--- config.mk ---
export PLATFORM = sky130hd
export DESIGN_NAME = pe_mac_gen
export DESIGN_NICKNAME = d
export VERILOG_FILES = /design/src/rtl/pe_mac_gen.sv
export SDC_FILE = /design/constraint.sdc
export NUM_CORES = 1
export LEC_CHECK = 0
export BUFFER_PORTS_ARGS = -buffer_cell sky130_fd_sc_hd__buf_2
export CAP_MARGIN = 10
export CORE_MARGIN = 3
export CORE_UTILIZATION = 60
export DETAILED_ROUTE_END_ITERATION = 16
export PLACE_DENSITY_LB_ADDON = 0.2
export SYNTH_ARGS = -nofsm -noshare
export SYNTH_HDL_FRONTEND = slang
export SYNTH_SLANG_ARGS = --single-unit
--- constraint.sdc ---
create_clock -name clk -period 15.9 [get_ports clk]
set_clock_uncertainty 0.05 [all_clocks]
set_input_delay 3.18 -clock clk [delete_from_list [all_inputs] [get_ports clk]]
set_output_delay 3.18 -clock clk [all_outputs]
set_load 0.05 [all_outputs]
--- src/rtl/pe_mac_gen.sv ---
// Pipelined integer multiply-accumulate PE for a systolic array: streams k_len operand pairs,
// forwards them east/south and presents one dot product per job. Define PE_SAT_EN to clamp on overflow.
module pe_mac_gen #(
  parameter int DATA_W  = 16,
  parameter int ACC_W   = 48,
  parameter int MUL_LAT = 2,
  parameter int K_W     = 8
) (
  input  logic              clk,
  input  logic              rst,
  input  logic              clear,
  input  logic [K_W-1:0]    k_len,
  input  logic              is_signed,
  input  logic              in_valid,
  output logic              in_ready,
  input  logic [DATA_W-1:0] a_in,
  input  logic [DATA_W-1:0] b_in,
  output logic [DATA_W-1:0] a_out,
  output logic [DATA_W-1:0] b_out,
  output logic              fwd_valid,
  output logic              res_valid,
  input  logic              res_ready,
  output logic [ACC_W-1:0]  res_data,
  output logic              res_ovf,
  output logic              busy
);

  if (ACC_W < 2*DATA_W) begin : g_acc_w_chk
    $error("pe_mac_gen: ACC_W must be >= 2*DATA_W");
  end
  if (MUL_LAT < 1) begin : g_mul_lat_chk
    $error("pe_mac_gen: MUL_LAT must be >= 1");
  end

  typedef enum logic [1:0] {S_IDLE, S_ACCUM, S_DRAIN, S_DONE} state_t;

  localparam int PW = 2*DATA_W + 2;
  localparam logic [MUL_LAT-1:0] LAST_ONLY = MUL_LAT'(1) << (MUL_LAT-1);
  localparam logic [ACC_W-1:0] S_MAX = {1'b0, {(ACC_W-1){1'b1}}};
  localparam logic [ACC_W-1:0] S_MIN = {1'b1, {(ACC_W-1){1'b0}}};

  state_t             state_q, state_d;
  logic [K_W-1:0]     cnt_q, cnt_d;
  logic [K_W-1:0]     klen_q, klen_d;
  logic               sgn_q, sgn_d;
  logic [ACC_W-1:0]   acc_q, acc_d;
  logic               ovf_q, ovf_d;
  logic               rdy_en_q;
  logic [DATA_W-1:0]  a_q, b_q;
  logic               fwd_q;
  logic [DATA_W-1:0]  opa_q, opb_q;
  logic               opv_q;
  logic [ACC_W-1:0]   pd_q [MUL_LAT];
  logic [MUL_LAT-1:0] pv_q;

  logic               accept;
  logic [K_W-1:0]     klen_eff;
  logic [PW-1:0]      mul_a, mul_b, mul_p;
  logic [ACC_W-1:0]   mul_ext;
  logic [ACC_W-1:0]   add_v;
  logic [ACC_W:0]     sum;
  logic               add_ovf;
  logic [ACC_W-1:0]   add_res;

  assign in_ready = rdy_en_q && !clear &&
                    ((state_q == S_IDLE) || ((state_q == S_ACCUM) && (cnt_q < klen_q)));
  assign accept   = in_valid && in_ready;
  assign klen_eff = (k_len == '0) ? K_W'(1) : k_len;

  // Extending both operands to PW bits makes one plain multiply correct for either signedness.
  assign mul_a = {{(PW-DATA_W){sgn_q & opa_q[DATA_W-1]}}, opa_q};
  assign mul_b = {{(PW-DATA_W){sgn_q & opb_q[DATA_W-1]}}, opb_q};
  assign mul_p = mul_a * mul_b;

  if (ACC_W > PW) begin : g_ext
    assign mul_ext = {{(ACC_W-PW){mul_p[PW-1]}}, mul_p};
  end else begin : g_trunc
    assign mul_ext = mul_p[ACC_W-1:0];
  end

  assign add_v   = pd_q[MUL_LAT-1];
  assign sum     = {1'b0, acc_q} + {1'b0, add_v};
  assign add_ovf = sgn_q ? ((acc_q[ACC_W-1] == add_v[ACC_W-1]) && (sum[ACC_W-1] != acc_q[ACC_W-1]))
                         : sum[ACC_W];

`ifdef PE_SAT_EN
  assign add_res = !add_ovf ? sum[ACC_W-1:0] :
                   sgn_q    ? (acc_q[ACC_W-1] ? S_MIN : S_MAX) : '1;
`else
  assign add_res = sum[ACC_W-1:0];
`endif

  always_comb begin
    state_d = state_q;
    cnt_d   = cnt_q;
    klen_d  = klen_q;
    sgn_d   = sgn_q;
    acc_d   = acc_q;
    ovf_d   = ovf_q;
    if (pv_q[MUL_LAT-1]) begin
      acc_d = add_res;
      ovf_d = ovf_q | add_ovf;
    end
    case (state_q)
      S_IDLE: begin
        if (accept) begin
          klen_d  = klen_eff;
          sgn_d   = is_signed;
          cnt_d   = K_W'(1);
          state_d = (klen_eff == K_W'(1)) ? S_DRAIN : S_ACCUM;
        end
      end
      S_ACCUM: begin
        if (accept) begin
          cnt_d = cnt_q + K_W'(1);
          if (cnt_q + K_W'(1) == klen_q) state_d = S_DRAIN;
        end
      end
      // Only the final product is left when it alone occupies the pipeline.
      S_DRAIN: begin
        if (!opv_q && (pv_q == LAST_ONLY)) state_d = S_DONE;
      end
      S_DONE: begin
        if (res_ready) begin
          state_d = S_IDLE;
          acc_d   = '0;
          ovf_d   = 1'b0;
        end
      end
      default: state_d = S_IDLE;
    endcase
    if (clear) begin
      state_d = S_IDLE;
      acc_d   = '0;
      ovf_d   = 1'b0;
    end
  end

  always_ff @(posedge clk or posedge rst) begin
    if (rst) begin
      state_q  <= S_IDLE;
      cnt_q    <= '0;
      klen_q   <= '0;
      sgn_q    <= 1'b0;
      acc_q    <= '0;
      ovf_q    <= 1'b0;
      rdy_en_q <= 1'b0;
      a_q      <= '0;
      b_q      <= '0;
      fwd_q    <= 1'b0;
      opa_q    <= '0;
      opb_q    <= '0;
      opv_q    <= 1'b0;
      pv_q     <= '0;
      for (int unsigned i = 0; i < MUL_LAT; i++) pd_q[i] <= '0;
    end else begin
      state_q  <= state_d;
      cnt_q    <= cnt_d;
      klen_q   <= klen_d;
      sgn_q    <= sgn_d;
      acc_q    <= acc_d;
      ovf_q    <= ovf_d;
      rdy_en_q <= 1'b1;
      fwd_q    <= accept;
      opv_q    <= accept;
      if (accept) begin
        a_q   <= a_in;
        b_q   <= b_in;
        opa_q <= a_in;
        opb_q <= b_in;
      end
      pv_q[0] <= opv_q && !clear;
      pd_q[0] <= mul_ext;
      for (int unsigned i = 1; i < MUL_LAT; i++) begin
        pv_q[i] <= pv_q[i-1] && !clear;
        pd_q[i] <= pd_q[i-1];
      end
    end
  end

  assign a_out     = a_q;
  assign b_out     = b_q;
  assign fwd_valid = fwd_q;
  assign res_valid = (state_q == S_DONE);
  assign res_data  = acc_q;
  assign res_ovf   = ovf_q;
  assign busy      = (state_q != S_IDLE);

endmodule

* After elaboration in Yosys (flattened, before gate mapping)
Cells that the tools add are included.
** Storage, ports and cells
- Register bits after elaboration :: 172
- Bits of input ports :: 46
- Output and inout port bits :: 85
- Word-level logic and storage cells :: 74
** Operators by class
- Add/sub/neg operators :: 2
- Multipliers :: 1
- $lt $le $gt $ge :: 1
- Eq/ne operators :: 15
- Multiplexer cells :: 21
- Bitwise gates (word level) :: 3
- Reductions and logical operators :: 18
** Operator list (count)
- $mux 48 :: 4
- $add 48x48->49 :: 1
- $mul 17x17->34 :: 1
- $mux 8 :: 3
- $pmux 8 s2 :: 1
- $mux 2 :: 7
- $ne 3x3->1 const B :: 3
- $add 8x1->8 const B :: 1
- $eq 8x1->1 const B :: 1
- $eq 8x8->1 :: 1
- $logic_and 1x1->1 :: 8
- $logic_not 8->1 :: 1
- $lt 8x8->1 :: 1
- $pmux 2 s4 :: 1
- $eq 2x2->1 const B :: 3
- $ne 3x2->1 const B :: 2
- $mux 1 :: 5
- $reduce_and 5->1 :: 1
- $ne 2x2->1 const B :: 2
- $reduce_bool 2->1 :: 2
- $reduce_and 3->1 :: 1
- $and 1x1->1 :: 2
- $eq 2x1->1 const B :: 1
- $logic_not 1->1 :: 2
- other kinds (6) :: 6

* Depth between registers and ports, before layout
Gate-level depths: netlist (run 1).
- Depth in word-level cells :: 9
- Mapped depth :: 25
- Depth with buffers taken out :: 24

* Worst setup path after synthesis (run 1)
No wires, ideal clock.
- Path kind :: input port to output port
- Start :: in clear
- End :: out in_ready
- Arrival :: 4.540 ns
- Data required time :: 12.670 ns
- Path slack :: 8.130 ns
- Stages on the path :: 2
- Path buffers :: 1
- Cell sequence :: clkbuf_1 nor3b_1
** On the way
- Longest elaborated chain between the ends :: 3
** RTL lines
- start: declaration :: RTL line 11 : input logic clear,
- $logic_not 1->1 :: RTL line 65 : assign in_ready = rdy_en_q && !clear &&
- $logic_and 1x1->1 (2 in series) :: RTL line 65
- end: declaration :: RTL line 15 : output logic in_ready,
Every way passes these cells.

* Worst setup path after layout (run 1)
- Start :: reg opb_q[15]
- End :: reg pd_q[80] (netlist name)
** On the way
- Longest elaborated chain between the ends :: 2
** RTL lines
- start: declaration :: RTL line 51 : logic [DATA_W-1:0] opa_q, opb_q;
- start signal: assignment :: RTL line 170 : opb_q <= b_in;
- $and 1x1->1 :: RTL line 72 : assign mul_b = {{(PW-DATA_W){sgn_q & opb_q[DATA_W-1]}}, opb_q};
- $mul 17x17->34 * :: RTL line 73 : assign mul_p = mul_a * mul_b;
- via mul_p[32] :: RTL line 58 : logic [PW-1:0] mul_a, mul_b, mul_p;
- end signal: indexed assignment :: RTL line 176 : pd_q[i] <= pd_q[i-1];
- end: declaration :: RTL line 53 : logic [ACC_W-1:0] pd_q [MUL_LAT];
Mark *: on every way through the listed nets, which the timed path passes. The rest lies on a longest branch.
A chain may end at the register's enable or synchronous reset.

==> flow_metrics.tcl, run 1 <==
set metrics [dict create \
    end_kind "register" \
    syn_area_um2 19800 \
    critical_path_class "reg2reg" \
    grt_pass1_wl_mm 74.2 \
    grt_start_max_net_pins 99 \
    place.detailed.hpwl_mm 33.7 \
    cpPeakStageDelay_ns 0.72 \
    ff_latch_area_um2 4310 \
    first_global_vias 15000 \
    slowest_stage "dfrtp_1" \
    nNetsFinal 2583 \
    cp_cell_sequence "nand2_1, or2_2, fa_1, fa_1, inv_1, fa_1, fa_1, fa_1, inv_1, fa_1, inv_1, ha_1, and4_1, and2_1, nand2_1, or4b_4, a31oi_4, nor4_1, nor2_1, a41o_1, o211ai_1, xnor2_1" \
    die_h_um 188 \
    final_max_slew_viol_count 0 \
    setup_viol 0 \
    critPathMostFrequentCell "fa_1" \
    yosysWarnings 0 \
    clock-sinks 172 \
    tightest_slew_ns 1.07 \
    via_count 14200 \
    cts_tree "done" \
    final_hold_viol_count 0 \
    cp.arrival_ns 7.36 \
    htreeDepth 4 \
    insertion_delay_ns 0.45 \
    vias_per_cell 5.60 \
    ios 131 \
    status "complete, no violations" \
    groute.usage.overall_pct 25.7 \
    drive_gt1_share_pct 11.6 \
    use_met3_pct 3.70 \
    crit_path_start_kind "register" \
    cts-root-buf "clkbuf_16" \
    ys_ff_latch 172 \
    drt_iter0_drc 863 \
    drcViolationCount 0 \
    grt-busiest-layer "met2" \
    wl_per_cell_um 16.9 \
    fin_setup_tns_ns 0 \
    syn-num-nets 2499 \
    syn_avg_cell_area_um2 9.83 \
    fin_crit_sh_pct 44.5 \
    hp-class "reg2reg" \
    synth_edf_count 0 \
    worstPathMaxFanout 20 \
    relSlewSlack_pct 28.8 \
    finalCriticalPeriod_ns 7.08 \
    row_count 65 \
    dieArea_um2 35200 \
    synthToLayoutAreaGrowth_pct 7.86 \
    post_cts_buffers 0 \
    dr.pass1.iters 7 \
    required_ns 16.18 \
    maxCapViolCount 0 \
    synthFlopType "dfrtp_1" \
    fillCellCount 2582 \
    detail_route.wirelength_mm 42.9 \
    seq_area_frac_synth_pct 21.8 \
    met1_usage_pct 35.9 \
    cts_resized 0 \
    clk_pin_slew_worst_paths_ns 0.08 \
    antenna_found_initial 1 \
    core_region_area_um2 32000 \
    fp.dieW_um 188 \
    grt.overflow.total 0 \
    rsz0062_at_grt "no" \
    reg2reg_slack_ns 8.82 \
    multiInputGateArea_um2 13800 \
    routabilityCongestion 0.896 \
    n_antenna_cell 0 \
    fmax_mhz 141 \
    ctsHoldBuffers 0 \
    synth_cells 2010 \
    clock_path_buffers 2 \
    grt_use_met2_pct 43.2 \
    cts_buffers 17 \
    start_util_pct 61.7 \
    portBuffers 130 \
    synthArstFlopShare_pct 100 \
    ant_nets 0 \
    synth.distinct_cells 76 \
]
==> Yosys cell counts (26+ instances only) <==
cell,n,area [um2]
inv_1,353,1330
and2_1,133,832
xor2_1,28,245
ha_1,145,1810
nand3_1,26,130
o21ai_0,49,245
fa_1,298,5970
clkbuf_1,53,199
xnor2_1,66,578
mux2i_1,39,390
a21o_1,35,263
a21oi_1,76,380
nand2_1,204,766
dfrtp_1,172,4300
nor2_1,89,334
mux2_2,41,462
==> flip-flops by register name (all words and copies together), names as in the netlist <==
signal,cells
opv_q,1
state_q,2
add_v,34
res_ovf,1
sgn_q,1
opa_q,16
rdy_en_q,1
klen_q,8
res_data,48
opb_q,16
pd_q,34
pv_q,2
cnt_q,8
==> cells in the final DEF (no fill, tap or decap), types with 4 or more instances in the layout <==
cell type | Yosys | final
nand4_1 | 5 | 5
a21oi_2 | 7 | 7
fa_1 | 298 | 298
buf_2 | 7 | 130
nor4_1 | 4 | 4
xor2_1 | 28 | 28
and2_1 | 133 | 133
o211ai_1 | 8 | 8
o21a_1 | 9 | 9
o21ai_1 | 7 | 7
nand2b_1 | 8 | 8
o31ai_1 | 7 | 7
or2_2 | 10 | 10
a211oi_1 | 12 | 12
and3_1 | 12 | 12
nor2b_1 | 12 | 12
buf_4 | 3 | 4
nand3b_1 | 6 | 6
mux2_2 | 41 | 41
o21bai_1 | 8 | 8
nand3_1 | 26 | 26
nor2_1 | 89 | 89
nor3_1 | 4 | 4
a21o_1 | 35 | 35
inv_1 | 353 | 352
a31o_2 | 4 | 4
o21ai_0 | 49 | 49
inv_6 | 0 | 4
mux2i_1 | 39 | 39
a21oi_1 | 76 | 76
ha_1 | 145 | 145
nand2_1 | 204 | 204
dfrtp_1 | 172 | 171
xnor2_1 | 66 | 66
clkbuf_16 | 0 | 17
inv_8 | 0 | 4
or3_1 | 4 | 4
a31oi_1 | 10 | 10
==> metal layers <==
layer / share of wire (%) / vias to the layer above / routed length [um]
li1: - / 6543 / -
met1: 44 / 7214 / 19000
met2: 48 / 437 / 20800
met3: 6.1 / 52 / 2610
met4: 1.3 / 0 / 556
met5: 0 / - / 0
==> worst max-delay path: cells and delay by family (launching register included) <==
family	cells	cell delay (ns)
adders and majority gates	7	3.18
and+or+nand+nor	8	2.23
DFF	1	0.72
AOI/OAI and AO/OA	3	0.53
buffers and inverters	3	0.14
xor gates and xnor gates	1	0.14
==> through the flow <==
stage | hold slack, ns | setup WS, ns | utilization [%] | instances | area (um2)
2_1_floorplan | 0.281 | 8.01 | - | 2010 | 19800
3_3_place_gp | 0.282 | 8.86 | 64.6 | 2510 | 20700
3_5_place_dp | 0.285 | 8.83 | 64.6 | 2510 | 20700
4_1_cts | 0.294 | 8.82 | 66.5 | 2542 | 21300
5_1_grt | 0.302 | 8.44 | 66.5 | 2542 | 21300
6_report | 0.290 | 8.82 | 66.5 | 2542 | 21300
==> kinds of logic (layout without fill, tap and decap cells) <==
kind of cell / count (synthesis) / count (layout) / share of synthesized area (%)
DFF: 172 / 172 / 21.8
AOI/OAI and AO/OA: 269 / 269 / 9.12
adders and majority gates: 443 / 443 / 39.4
buffers and inverters: 422 / 519 / 8.20
other: 1 / 1 / 0.0190
muxes: 80 / 80 / 4.31
and+or+nand+nor: 529 / 529 / 13.1
xor gates and xnor gates: 94 / 94 / 4.16
==> final cells by class <==
| type | instances | share of cell area [%] |
|---|---|---|
| Multi-Input combinational cell | 1416 | 64.9 |
| Sequential cell | 172 | 20.2 |
| Inverter | 353 | 6.24 |
| Timing Repair Buffer | 134 | 3.19 |
| Tap cell | 435 | 2.55 |
| Clock buffer | 17 | 2.00 |
| Clock inverter | 15 | 0.898 |
==> worst paths after layout <==
kind                           start           end  depth (start not counted)
hold / removal              pd_q[75]     add_v[27]                          0
max in group asynchronous        rst  res_data[32]                          3
setup / recovery           opb_q[15]      pd_q[80]                         22
min in group asynchronous        rst      add_v[0]                          2
hold reg to reg             pd_q[75]     add_v[27]                          0
setup reg to reg           opb_q[15]      pd_q[80]                         22
Power of run 1 is left out: the tool's default activity adds up to more than one toggle a clock period on the data nets, which glitch-free logic cannot reach.
==> inputs of run 2 (changes only) <==
--- a/config.mk
+++ b/config.mk
@@ -8,7 +8,7 @@
 export BUFFER_PORTS_ARGS = -buffer_cell sky130_fd_sc_hd__buf_2
 export CAP_MARGIN = 10
 export CORE_MARGIN = 3
-export CORE_UTILIZATION = 60
+export CORE_UTILIZATION = 57
 export DETAILED_ROUTE_END_ITERATION = 16
 export PLACE_DENSITY_LB_ADDON = 0.2
 export SYNTH_ARGS = -nofsm -noshare
==> constraint.sdc (replaced) <==
create_clock -name clk -period 6.1 [get_ports clk]
set_clock_uncertainty 0.05 [all_clocks]
set_input_delay 1.22 -clock clk [delete_from_list [all_inputs] [get_ports clk]]
set_output_delay 1.22 -clock clk [all_outputs]
set_load 0.05 [all_outputs]
==> run 2 against run 1 <==
Against the previous run:
- fmax up 17%
- sequential share of layout area down 0.88 points
- die area up 5.1%
- cell area up 5.4%
- largest cell class unchanged
==> flow_metrics.tcl, run 2 (synthesized netlist as in run 1, its figures left out) <==
set metrics [dict create \
    groute.usage.overall_pct 25.9 \
    finalCriticalPeriod_ns 6.07 \
    routabilityCongestion 0.958 \
    layout_commonest_cell "inv_1" \
    end_kind "register" \
    slowest_stage "or4b_4" \
    fin_crit_sh_pct 99.6 \
    detail_route.wirelength_mm 46.4 \
    final_cell_mix "inv_1, fa_1, nand2_1, dfrtp_1, ha_1" \
    setup_viol 0 \
    clock_path_buffers 2 \
    clock-sinks 172 \
    fmax_mhz 165 \
    fin_setup_tns_ns 0 \
    cpPeakStageDelay_ns 0.55 \
    crit_buf_inv 4 \
    required_ns 6.41 \
    status "complete, no violations" \
    cp.arrival_ns 6.38 \
    cts_tree "done" \
    crit_family "adder cells" \
    core_region_area_um2 33900 \
    ios 131 \
    dieArea_um2 37000 \
    place.detailed.hpwl_mm 36.9 \
    wl_per_cell_um 17.4 \
    clk_pin_slew_worst_paths_ns 0.09 \
    start_util_pct 58.4 \
    vias_per_cell 5.49 \
    rsz0062_at_grt "yes" \
    first_global_vias 15300 \
    cts_buffers 17 \
    die_h_um 192 \
    dp_cells 2582 \
    final_max_slew_viol_count 0 \
    portBuffers 130 \
    fp.dieW_um 192 \
    insertion_delay_ns 0.46 \
    nNetsFinal 2688 \
    ctsHoldBuffers 0 \
    drive_gt1_share_pct 19.1 \
    htreeDepth 4 \
    dr.pass1.iters 5 \
    ant_nets 0 \
    tightest_slew_ns 1.09 \
    n_antenna_cell 0 \
    worstPathMaxFanout 6 \
    maxCapViolCount 0 \
    grt_start_max_net_pins 173 \
    critical_path_class "reg2reg" \
    cts-root-buf "clkbuf_16" \
    grt.overflow.total 0 \
    critPathMostFrequentCell "fa_1" \
    row_count 67 \
    via_count 14600 \
    relSlewSlack_pct 27.3 \
    grt_pass1_wl_mm 76.2 \
    cp_cell_sequence "buf_4, nand2_1, fa_1, inv_1, fa_1, fa_1, fa_1, fa_1, inv_1, fa_1, inv_1, ha_4, and4_4, and2_4, nand2_1, or4b_4, a31oi_4, nor4_2, nor2_1, a41o_1, o211ai_1, xnor2_1" \
    largest_register_ffs 48 \
    antenna_found_initial 1 \
    final_cells 2660 \
    synthToLayoutAreaGrowth_pct 13.6 \
    final_hold_viol_count 0 \
    drt_iter0_drc 868 \
    crit_path_start_kind "register" \
    hp-class "reg2reg" \
    drcViolationCount 0 \
]
-- run 2: cell types whose count changed in the layout (fill, tap and decap cells not counted), moves of 7 or more --
cell / before / now
buf_4: 4 / 95
dfrtp_1: 171 / 144
dfrtp_2: 1 / 28
ha_1: 145 / 135
buf_6: 0 / 9
ha_4: 0 / 9
and2_1: 133 / 125
and2_4: 0 / 8
inv_1: 352 / 344
inv_2: 0 / 8
clkinv_8: 2 / 9
-- run 2: cell type report --
cell class | count | area [um2]
multi-input cells | 1416 | 14100
fillers | 2714 | 11400
flip-flops and latches | 172 | 4340
repair buffers | 239 | 1530
inverters | 353 | 1330
well taps | 448 | 561
clock buffers | 17 | 425
clock inverters | 15 | 216
-- run 2: worst paths after layout --
kind | from | endpoint | slack, ns | cells past startpoint
max in group asynchronous | rst | opa_q[12] | 4.28 | 3
max reg2reg | opa_q[4] | pd_q[80] | 0.03 | 22
min in group asynchronous | rst | res_data[44] | 0.97 | 3
max | opa_q[4] | pd_q[80] | 0.03 | 22
min | pd_q[78] | add_v[30] | 0.29 | 0
min reg2reg | pd_q[78] | add_v[30] | 0.29 | 0
-- run 2: worst register-to-register path, cell delays in order (launching register included) --
cell	delay, ns
dfrtp_2	0.46
buf_4	0.17
nand2_1	0.07
fa_1	0.51
inv_1	0.06
fa_1	0.51
fa_1	0.53
fa_1	0.51
fa_1	0.49
inv_1	0.05
fa_1	0.47
inv_1	0.06
ha_4	0.26
and4_4	0.23
and2_4	0.15
nand2_1	0.05
or4b_4	0.55
a31oi_4	0.18
nor4_2	0.05
nor2_1	0.16
a41o_1	0.20
o211ai_1	0.10
xnor2_1	0.13
-- run 2: repair_timing --
action,4_1_cts,5_1_grt
pin swaps,0,31
gates resized for setup,5,63
setup buffers,3,43
endpoints found under the setup margin,2,10
-- run 2: metrics by stage --
stage | cell area, um2 | util (%) | setup WS (ns) | hold WS, ns
floorplan | 20000 | - | -0.0769 | 0.281
global placement | 21300 | 62.8 | 0.0518 | 0.282
detailed placement | 21300 | 62.8 | -0.0591 | 0.285
CTS | 21900 | 64.8 | -0.0168 | 0.295
global route | 22500 | 66.3 | -0.230 | 0.305
finish | 22500 | 66.3 | 0.0263 | 0.294
-- run 2: per-layer routing --
metal  wire length, um  part of all wire (%)  track usage, %
met5                 0                     0               0
met4              1120                   2.4            7.28
met3              2710                   5.8            4.42
met2             21900                    47            42.9
met1             20600                    44            35.3
Power of run 2 is left out for the same reason.
==> inputs of run 3 (changes only) <==
--- a/config.mk
+++ b/config.mk
@@ -7,10 +7,13 @@
 export LEC_CHECK = 0
 export BUFFER_PORTS_ARGS = -buffer_cell sky130_fd_sc_hd__buf_2
 export CAP_MARGIN = 10
+export CORE_ASPECT_RATIO = 1.75
 export CORE_MARGIN = 3
 export CORE_UTILIZATION = 57
 export DETAILED_ROUTE_END_ITERATION = 16
 export PLACE_DENSITY_LB_ADDON = 0.2
+export REMOVE_ABC_BUFFERS = 1
+export SKIP_CTS_REPAIR_TIMING = 1
 export SYNTH_ARGS = -nofsm -noshare
 export SYNTH_HDL_FRONTEND = slang
 export SYNTH_SLANG_ARGS = --single-unit
==> run 3 against run 2 <==
Against the previous run:
- the flow now finishes with violations (negative setup slack)
- cell area rose by 0.70%
- non-clock buffer count increased by 26
- register-to-register slack got worse by 0.10 ns
- critical path depth stayed put
- worst setup slack got worse by 0.10 ns
- global-route usage rose by 1.5 points
- first-iteration DRC count down 27%
==> flow_metrics.tcl, run 3 (synthesized netlist as in run 1, its figures left out) <==
set metrics [dict create \
    ff_latch_area_um2 4330 \
    dp_cells 2635 \
    fin_crit_sh_pct 101 \
    crit_start "opb_q[13]" \
    clock_path_buffers 2 \
    hp-class "reg2reg" \
    final_max_slew_viol_count 0 \
    worstPathMaxFanout 4 \
    critical_path_class "reg2reg" \
    tightest_slew_ns 1.10 \
    vias_per_cell 5.49 \
    rsz0062_at_grt "yes" \
    ant_nets 0 \
    final_cell_mix "inv_1, fa_1, nand2_1, dfrtp_1, ha_1" \
    wl_per_cell_um 18.0 \
    place.detailed.hpwl_mm 39.7 \
    grt.overflow.total 0 \
    multiInputGateArea_um2 14100 \
    violations "negative setup slack" \
    groute.usage.overall_pct 27.4 \
    drcViolationCount 0 \
    final_cells 2693 \
    cts_buffers 17 \
    cp.arrival_ns 6.45 \
    via_count 14800 \
    final_hold_viol_count 0 \
    layout_commonest_cell "inv_1" \
    dr.pass1.iters 5 \
    r2r-start "opb_q[13]" \
    required_ns 6.38 \
    fillCellCount 2755 \
    drive_gt1_share_pct 19.9 \
    htreeDepth 4 \
    cts_tree "done" \
    nNetsFinal 2714 \
    antenna_found_initial 1 \
    clock-sinks 172 \
    relSlewSlack_pct 26.5 \
    synthToLayoutAreaGrowth_pct 14.4 \
    core_region_area_um2 34000 \
    detail_route.wirelength_mm 48.6 \
    n_antenna_cell 0 \
    row_count 89 \
    largest_register_ffs 48 \
    hold_start "pd_q[73]" \
    end_kind "register" \
    status "finished, violations left" \
    setup_viol 3 \
    drt_iter0_drc 636 \
    dieArea_um2 37000 \
    grt_start_max_net_pins 66 \
    ios 131 \
    finalCriticalPeriod_ns 6.17 \
    start_util_pct 58.2 \
    first_global_vias 16500 \
    crit_path_start_kind "register" \
    fp.dieW_um 147 \
    maxCapViolCount 0 \
    routabilityCongestion 0.935 \
    insertion_delay_ns 0.46 \
    fmax_mhz 162 \
    clk_pin_slew_worst_paths_ns 0.08 \
    die_h_um 252 \
    portBuffers 130 \
    cts-root-buf "clkbuf_16" \
    worst_slack_ns -0.0738 \
    whs_ns 0.291 \
    grt_pass1_wl_mm 80.7 \
]
## run 3: metal layers
metal | up-vias | GRT usage (%) | share of wire [%]
met2 | 375 | 52.8 | 56
met3 | 194 | 3.12 | 3.1
li1 | 6788 | - | -
met4 | 0 | 15.9 | 6.9
met1 | 7430 | 28.2 | 34
met5 | - | 0 | 0
## run 3: path summary, 6_finish.rpt
check	endpoint	slack (ns)	cells past startpoint
max reg2reg	pd_q[80]	-0.07	22
max	pd_q[80]	-0.07	22
min in group asynchronous	klen_q[7]	0.80	2
max in group asynchronous	pd_q[73]	3.97	3
min	add_v[25]	0.29	0
min reg2reg	add_v[25]	0.29	0
## run 3: layout make-up
| class | count | share of cell area (%) |
|---|---|---|
| clock buffers | 18 | 1.90 |
| clock inverters | 14 | 0.680 |
| inverters | 353 | 5.88 |
| multi-input cells | 1416 | 62.2 |
| flip-flops and latches | 172 | 19.2 |
| well taps | 455 | 2.52 |
| repair buffers | 265 | 7.67 |
## run 3: metrics by stage
| step | util, % | cell area, um2 | worst slack [ns] | setup TNS, ns |
|---|---|---|---|---|
| 2_1_floorplan | - | 19500 | -0.657 | -3.47 |
| 3_3_place_gp | 63.4 | 21500 | -0.118 | -0.318 |
| 3_5_place_dp | 63.4 | 21500 | -0.152 | -0.454 |
| 4_1_cts | 65.1 | 22100 | -0.186 | -0.591 |
| 5_1_grt | 66.6 | 22600 | -0.280 | -1.26 |
| 6_report | 66.6 | 22600 | -0.0738 | -0.0914 |
## run 3: worst max-delay path, cell delays in order (launching register included)
cell and delay [ns]:
dfrtp_2 0.44, and2_4 0.17, fa_1 0.58, inv_2 0.05
fa_1 0.54, inv_2 0.04, fa_1 0.55, fa_2 0.45
fa_1 0.50, inv_2 0.04, fa_1 0.49, inv_2 0.05
ha_4 0.27, and4_4 0.25, and2_4 0.15, nand2_1 0.04
or4b_4 0.51, a31oi_4 0.20, nor4_2 0.05, nor2_1 0.15
a41o_1 0.21, o211ai_1 0.10, xnor2_1 0.13
Power of run 3 is left out for the same reason.
